## src/rtl/mem_access_unit_pkg.sv

```systemverilog
// rtl/mem_access_unit_pkg.sv - shared encodings, FSM states and lane helpers for mem_access_unit
// Purpose: funct3/size codes for loads and stores, the FSM state type, the bus timeout
//          limit and small helpers for offset truncation and misalignment detection.
// Ports:   none (package).
package mem_access_unit_pkg;

    localparam logic [7:0] TIMEOUT = 8'd255;

    // Load funct3 codes (bits[2:0] of mem_read_mem_in).
    localparam logic [2:0] F3_LB  = 3'b000;
    localparam logic [2:0] F3_LH  = 3'b001;
    localparam logic [2:0] F3_LW  = 3'b010;
    localparam logic [2:0] F3_LBU = 3'b100;
    localparam logic [2:0] F3_LHU = 3'b101;

    // Access sizes; store size codes share this encoding (SB/SH/SW).
    localparam logic [1:0] SZ_B = 2'b00;
    localparam logic [1:0] SZ_H = 2'b01;
    localparam logic [1:0] SZ_W = 2'b10;

    typedef enum logic [1:0] {
        ST_IDLE   = 2'd0,
        ST_ACCESS = 2'd1,
        ST_DONE   = 2'd2
    } state_t;

    // Collapse a raw 2-bit size field; anything that is not byte/half is a word.
    function automatic logic [1:0] norm_size(input logic [1:0] raw);
        logic [1:0] sz;
        case (raw)
            SZ_B:    sz = SZ_B;
            SZ_H:    sz = SZ_H;
            default: sz = SZ_W;
        endcase
        return sz;
    endfunction

    // Offset truncated to the natural alignment of the access size.
    function automatic logic [1:0] eff_offset(input logic [1:0] sz, input logic [1:0] off);
        logic [1:0] eo;
        case (sz)
            SZ_B:    eo = off;
            SZ_H:    eo = {off[1], 1'b0};
            default: eo = 2'b00;
        endcase
        return eo;
    endfunction

    function automatic logic is_misaligned(input logic [1:0] sz, input logic [1:0] off);
        logic mis;
        case (sz)
            SZ_B:    mis = 1'b0;
            SZ_H:    mis = off[0];
            default: mis = (off != 2'b00);
        endcase
        return mis;
    endfunction

endpackage

```

## src/rtl/mem_access_unit_load_extender.sv

```systemverilog
// rtl/mem_access_unit_load_extender.sv - load lane select plus sign/zero extension
// Purpose: pick the byte or half addressed by i_off out of a read word and extend it
//          according to the load funct3; unused codes pass the word through like LW.
// Ports:   i_funct3 (load type), i_off (byte offset, already truncated to size),
//          i_rdata (memory word), o_data (extended result).
module load_extender
    import mem_access_unit_pkg::*;
(
    input  logic [2:0]  i_funct3,
    input  logic [1:0]  i_off,
    input  logic [31:0] i_rdata,
    output logic [31:0] o_data
);

    logic [31:0] w_shifted;
    logic [7:0]  w_byte;
    logic [15:0] w_half;

    assign w_shifted = i_rdata >> {i_off, 3'b000};
    assign w_byte    = w_shifted[7:0];
    assign w_half    = i_off[1] ? i_rdata[31:16] : i_rdata[15:0];

    always_comb begin
        o_data = i_rdata;
        case (i_funct3)
            F3_LB:   o_data = {{24{w_byte[7]}}, w_byte};
            F3_LH:   o_data = {{16{w_half[15]}}, w_half};
            F3_LBU:  o_data = {24'd0, w_byte};
            F3_LHU:  o_data = {16'd0, w_half};
            default: o_data = i_rdata;
        endcase
    end

endmodule

```

## src/rtl/mem_access_unit.sv

```systemverilog
// rtl/mem_access_unit.sv - MEM-stage data-memory access controller
// Purpose: turns EX/MEM load/store controls into one req/ready transaction with byte
//          strobes, stalls the pipeline while it is outstanding and returns extended
//          load data. Optional macro MEM_MISALIGN_TRAP_EN: misaligned accesses skip the
//          bus and pulse misaligned_out; otherwise the offset is truncated to the size.
// Ports:   clk, rst (async active-low); mem_read_mem_in / mem_write_mem_in (controls),
//          alu_result_mem_in (address), read_data2_mem_in (store data);
//          dmem_req/we/addr/wdata/wstrb, dmem_ready/rdata (memory port);
//          load_data_out, mem_stall_out, bus_err_out, misaligned_out (pipeline side).
module mem_access_unit
    import mem_access_unit_pkg::*;
(
    input  logic        clk,
    input  logic        rst,
    input  logic [3:0]  mem_read_mem_in,
    input  logic [2:0]  mem_write_mem_in,
    input  logic [31:0] alu_result_mem_in,
    input  logic [31:0] read_data2_mem_in,
    input  logic        dmem_ready,
    input  logic [31:0] dmem_rdata,
    output logic        dmem_req,
    output logic        dmem_we,
    output logic [31:0] dmem_addr,
    output logic [31:0] dmem_wdata,
    output logic [3:0]  dmem_wstrb,
    output logic [31:0] load_data_out,
    output logic        mem_stall_out,
    output logic        bus_err_out,
    output logic        misaligned_out
);

    state_t      r_state;
    state_t      w_state_next;
    logic [7:0]  r_cnt;
    logic        r_we;
    logic        r_is_load;
    logic [31:0] r_addr;
    logic [31:0] r_wdata;
    logic [3:0]  r_wstrb;
    logic [2:0]  r_funct3;
    logic [1:0]  r_off;
    logic [31:0] r_load_data;
    logic        r_bus_err;
    logic        r_misaligned;

    logic        w_load;
    logic        w_store;
    logic        w_access;
    logic [1:0]  w_size;
    logic [1:0]  w_eff_off;
    logic        w_trap;
    logic [3:0]  w_wstrb;
    logic [31:0] w_wdata;
    logic [31:0] w_ext;
    logic        w_capture;
    logic        w_complete;
    logic        w_timeout;
    logic        w_trap_hit;

    assign w_load   = mem_read_mem_in[3];
    assign w_store  = mem_write_mem_in[2];
    assign w_access = w_load | w_store;
    // Store has priority when both enables are set.
    assign w_size    = w_store ? norm_size(mem_write_mem_in[1:0]) : norm_size(mem_read_mem_in[1:0]);
    assign w_eff_off = eff_offset(w_size, alu_result_mem_in[1:0]);

`ifdef MEM_MISALIGN_TRAP_EN
    assign w_trap = is_misaligned(w_size, alu_result_mem_in[1:0]);
`else
    assign w_trap = 1'b0;
`endif

    always_comb begin
        w_wstrb = 4'b0000;
        w_wdata = 32'd0;
        if (w_store) begin
            case (w_size)
                SZ_B: begin
                    w_wstrb = 4'b0001 << w_eff_off;
                    w_wdata = {4{read_data2_mem_in[7:0]}};
                end
                SZ_H: begin
                    w_wstrb = 4'b0011 << w_eff_off;
                    w_wdata = {2{read_data2_mem_in[15:0]}};
                end
                default: begin
                    w_wstrb = 4'b1111;
                    w_wdata = read_data2_mem_in;
                end
            endcase
        end
    end

    load_extender u_load_extender (
        .i_funct3 (r_funct3),
        .i_off    (r_off),
        .i_rdata  (dmem_rdata),
        .o_data   (w_ext)
    );

    always_ff @(posedge clk or negedge rst) begin
        if (!rst) r_state <= ST_IDLE;
        else      r_state <= w_state_next;
    end

    always_comb begin
        w_state_next = r_state;
        w_capture    = 1'b0;
        w_complete   = 1'b0;
        w_timeout    = 1'b0;
        w_trap_hit   = 1'b0;
        case (r_state)
            ST_IDLE: begin
                if (w_access) begin
                    if (w_trap) begin
                        w_trap_hit   = 1'b1;
                        w_state_next = ST_DONE;
                    end else begin
                        w_capture    = 1'b1;
                        w_state_next = ST_ACCESS;
                    end
                end
            end
            ST_ACCESS: begin
                // A ready in the last allowed cycle still wins over the timeout.
                if (dmem_ready) begin
                    w_complete   = 1'b1;
                    w_state_next = ST_DONE;
                end else if (r_cnt == TIMEOUT - 8'd1) begin
                    w_timeout    = 1'b1;
                    w_state_next = ST_DONE;
                end
            end
            ST_DONE:  w_state_next = ST_IDLE;
            default:  w_state_next = ST_IDLE;
        endcase
    end

    always_ff @(posedge clk or negedge rst) begin
        if (!rst) begin
            r_cnt        <= 8'd0;
            r_we         <= 1'b0;
            r_is_load    <= 1'b0;
            r_addr       <= 32'd0;
            r_wdata      <= 32'd0;
            r_wstrb      <= 4'b0000;
            r_funct3     <= 3'b000;
            r_off        <= 2'b00;
            r_load_data  <= 32'd0;
            r_bus_err    <= 1'b0;
            r_misaligned <= 1'b0;
        end else begin
            r_bus_err    <= w_timeout;
            r_misaligned <= w_trap_hit;
            if (w_capture) begin
                r_cnt     <= 8'd0;
                r_we      <= w_store;
                r_is_load <= ~w_store;
                r_addr    <= {alu_result_mem_in[31:2], 2'b00};
                r_wdata   <= w_wdata;
                r_wstrb   <= w_wstrb;
                r_funct3  <= mem_read_mem_in[2:0];
                r_off     <= w_eff_off;
            end else if (r_state == ST_ACCESS) begin
                r_cnt <= r_cnt + 8'd1;
            end
            if (w_complete && r_is_load) r_load_data <= w_ext;
            else if (w_timeout || w_trap_hit) r_load_data <= 32'd0;
        end
    end

    assign dmem_req       = (r_state == ST_ACCESS);
    assign dmem_we        = r_we;
    assign dmem_addr      = r_addr;
    assign dmem_wdata     = r_wdata;
    assign dmem_wstrb     = r_wstrb;
    assign load_data_out  = r_load_data;
    assign bus_err_out    = r_bus_err;
    assign misaligned_out = r_misaligned;
    // Gated by rst so the pipeline is never frozen while held in reset.
    assign mem_stall_out  = rst & (((r_state == ST_IDLE) & w_access) | (r_state == ST_ACCESS));

endmodule

```

## config.mk

```make
export PLATFORM = sky130hd
export DESIGN_NAME = mem_access_unit
export DESIGN_NICKNAME = d
export VERILOG_FILES = /design/src/rtl/mem_access_unit_pkg.sv /design/src/rtl/mem_access_unit_load_extender.sv /design/src/rtl/mem_access_unit.sv
export SDC_FILE = /design/constraint.sdc
export NUM_CORES = 1
export LEC_CHECK = 0
export CORE_UTILIZATION = 45
export CTS_CLUSTER_DIAMETER = 200
export DETAILED_ROUTE_END_ITERATION = 12
export PLACE_DENSITY = 0.88
export SETUP_SLACK_MARGIN = 0.1
export SYNTH_ARGS = -nofsm -noshare
export SYNTH_HDL_FRONTEND = slang
export SYNTH_HIERARCHICAL = 1
export SYNTH_SLANG_ARGS = --single-unit
```

## constraint.sdc

```tcl
create_clock -name clk -period 1.85 [get_ports clk]
set_input_delay 0.2775 -clock clk [delete_from_list [all_inputs] [get_ports clk]]
set_output_delay 0.2775 -clock clk [all_outputs]
set_load 0.005 [all_outputs]
```

==> impl_metrics.csv <==
group,metric,value,unit
cts,hold_buffers,0,
hold_path,min_path_type,"in2async",
pwr,power,14.5,mW
final_layout,synthToLayoutAreaGrowth,52.8,%
cts,clk_latency,420,ps
pwr,power_leakage,3.84,nW
drt,firstDrtPassIters,6,
synthesis,yosysSeqAreaShare,0.496,
cts,cts_max_level,4,
cts,path_clk_slew,60,ps
sta,rsz0062_at_grt,"yes",
synthesis,synth_most_common_cell,"dfrtp_1",
sta,setup_ws,78.2,ps
sta,period_share,0.958,
grt,antenna_found_initial,1,
place,port_buffers,207,
final_layout,nets,835,
floorplan,initial_core_util,0.463,
grt,track_usage,0.269,
cts,cts_made_buffers,17,
setup_path,cp.arrival,2060,ps
sta,maxSlewViolCount,0,
synthesis,async_reset_ff_frac,1.00,
grt,grt_pass1_vias,5202,
synthesis,ys_top_cells_by_count,"116 x dfrtp_1, 69 x nand2_1, 58 x o2bb2ai_1",
floorplan,die_h,116,µm
run,max_cap_violations,0,
drt,routed_via_density,5.73,
synthesis,ys_seq_elements,116,
cts,cts_root_buffer,"clkbuf_16",
place,place_ws,-295,ps
cts,clk_path_buf_depth,2,
place,place_area,0.00813,mm²
grt,grt-ovfl-total,0,
sta,setup_violations,0,
sta,clock_skew,11.3,ps
pwr,power_density,1620,mW/mm²
pwr,ir_drop,0.750,mV
synthesis,syn_area,0.00585,mm²
synthesis,ys_types,54,
drt,detail_route.wl_per_cell,19.9,µm
floorplan,rows,41,
drt,route.detailed.drc,0,
synthesis,avgSynthCellArea,11.7,µm²
synthesis,synth_top_area_cell,"dfrtp_1",
sta,slew_headroom,0.384,
drt,drtIter0Drc,560,
synthesis,synth-main-ff-cell,"dfrtp_1",
setup_path,path_class,"reg2reg",
drt,drtAntennaViolNets,0,
drt,routed_wl,18200,µm
floorplan,die-area,0.0135,mm²
floorplan,core,0.0126,mm²
cts,clock-sinks,116,
floorplan,fp.dieW,116,µm
final_layout,layout-drive-gt1-share,0.179,
cts,cts_tree,"yes",
outcome,run_status,"complete, no violations",
synthesis,synth-edff-count,0,
floorplan,num_io_pins,211,
synthesis,synth_area_leaders,"dfrtp_1 50%, o2bb2ai_1 8.7%, mux2i_1 5.6%",
sta,hold_viol,0,
sta,worst_pin_slew,924,ps
synthesis,syn_inst,498,
place,place_congestion,0.868,
setup_path,startpoint_type,"register",
setup_path,required,2140,ps
grt,grt_max_degree,72,
sta,post-route-min-period,1770,ps
synthesis,synth_top_cell_area_share,0.496,
grt,grt_pass1_wl,26800,µm
sta,fmax,564,MHz
place,post-dp-hpwl,12500,µm
setup_path,path_max_fanout,8,
final_layout,fin_util,0.708,
setup_path,endpoint_kind,"register",
final_layout,stdcell_area,0.00893,mm²
synthesis,yosysWarnings,6,
drt,vias,5230,
## kinds of logic after synthesis
kind of cell / after synthesis / synth area share
AO/OA/AOI/OAI: 142 / 0.196
flip-flops: 116 / 0.496
AND/OR/NAND/NOR: 114 / 0.0993
multiplexers: 70 / 0.144
buffers and inverters: 53 / 0.0591
adder cells (fa/ha/maj): 2 / 0.00428
other: 1 / 0.000641
## state kept, by name (all words and copies together) (netlist names)
signal and count:
load_data_out 32, dmem_addr 30, r_off 2, r_state 2
bus_err_out 1, r_cnt 8, r_funct3 3, dmem_wdata 32
dmem_we 1, dmem_wstrb 4, r_is_load 1
## report_power, final
part	internal (mW)	leakage, nW	switching [mW]
combinational	3.98	2.10	2.74
sequential	3.66	1.45	0.801
clock	2.21	0.288	1.12
## cells in the final DEF, fill, tap and decap left out, types with 4 or more instances in the layout
cell	n
buf_12	6
nand2_1	62
mux2_2	7
a22o_1	16
nor2_1	4
mux2_4	20
a21oi_1	20
buf_4	37
nand3b_1	8
o22a_1	8
clkinvlp_4	4
clkdlybuf4s50_1	204
o221ai_1	9
mux2i_1	33
nor2b_1	7
inv_1	5
o21ai_0	9
o2bb2ai_1	57
mux2_1	8
dfrtp_1	115
a221o_1	8
nand2_2	7
clkbuf_16	18
## layer usage
layer  track usage  share of wire  up-vias
li1              -              -     2303
met1         0.308           0.39     2527
met2         0.456           0.50      330
met3        0.0701          0.076       70
met4         0.151          0.038        0
met5             0              0        -
## layout make-up
type                       count  area [µm²]
inverter                       7        32.5
multi-input combinational    332        2670
sequential                   116        2900
antenna                        1        2.50
fill                         875        3690
clock buffer                  22         474
timing repair buffer         253        2510
clock inverter                 9         128
tap                          172         215
## worst paths after layout
path / end / slack, ps / cells after the start / from
min in group clk: r_off[1] / 470 / 3 / alu_result_mem_in[1]
worst min-delay path: dmem_addr[17] / 30 / 2 / rst
max in group asynchronous: r_off[1] / 1040 / 2 / rst
worst max-delay path: load_data_out[20] / 80 / 6 / r_off[0]
worst max register to register: load_data_out[20] / 80 / 6 / r_off[0]
worst min register to register: dmem_we / 480 / 1 / dmem_we
## what timing repair did
action | in CTS | in global routing
resized for setup | 14 | 14
setup endpoints to repair | 35 | 45
pin swaps | 2 | 2
setup buffers | 5 | 6
cloned | 1 | 1
## critical path, stage by stage, from the launching register on
cell and delay, ps:
dfrtp_1 380, mux4_2 560, a22oi_2 240, buf_6 150, buf_12 120, nand2_1 60, o2bb2ai_1 140
## through the flow
step	std cells	setup TNS [ps]	hold slack [ps]
2_1_floorplan	500	0	-18.1
3_3_place_gp	867	-10690	464
3_5_place_dp	867	-13710	469
4_1_cts	904	0	29.0
5_1_grt	911	0	69.5
6_report	912	0	34.0
Note: power is estimated with default switching activity, not from simulation.
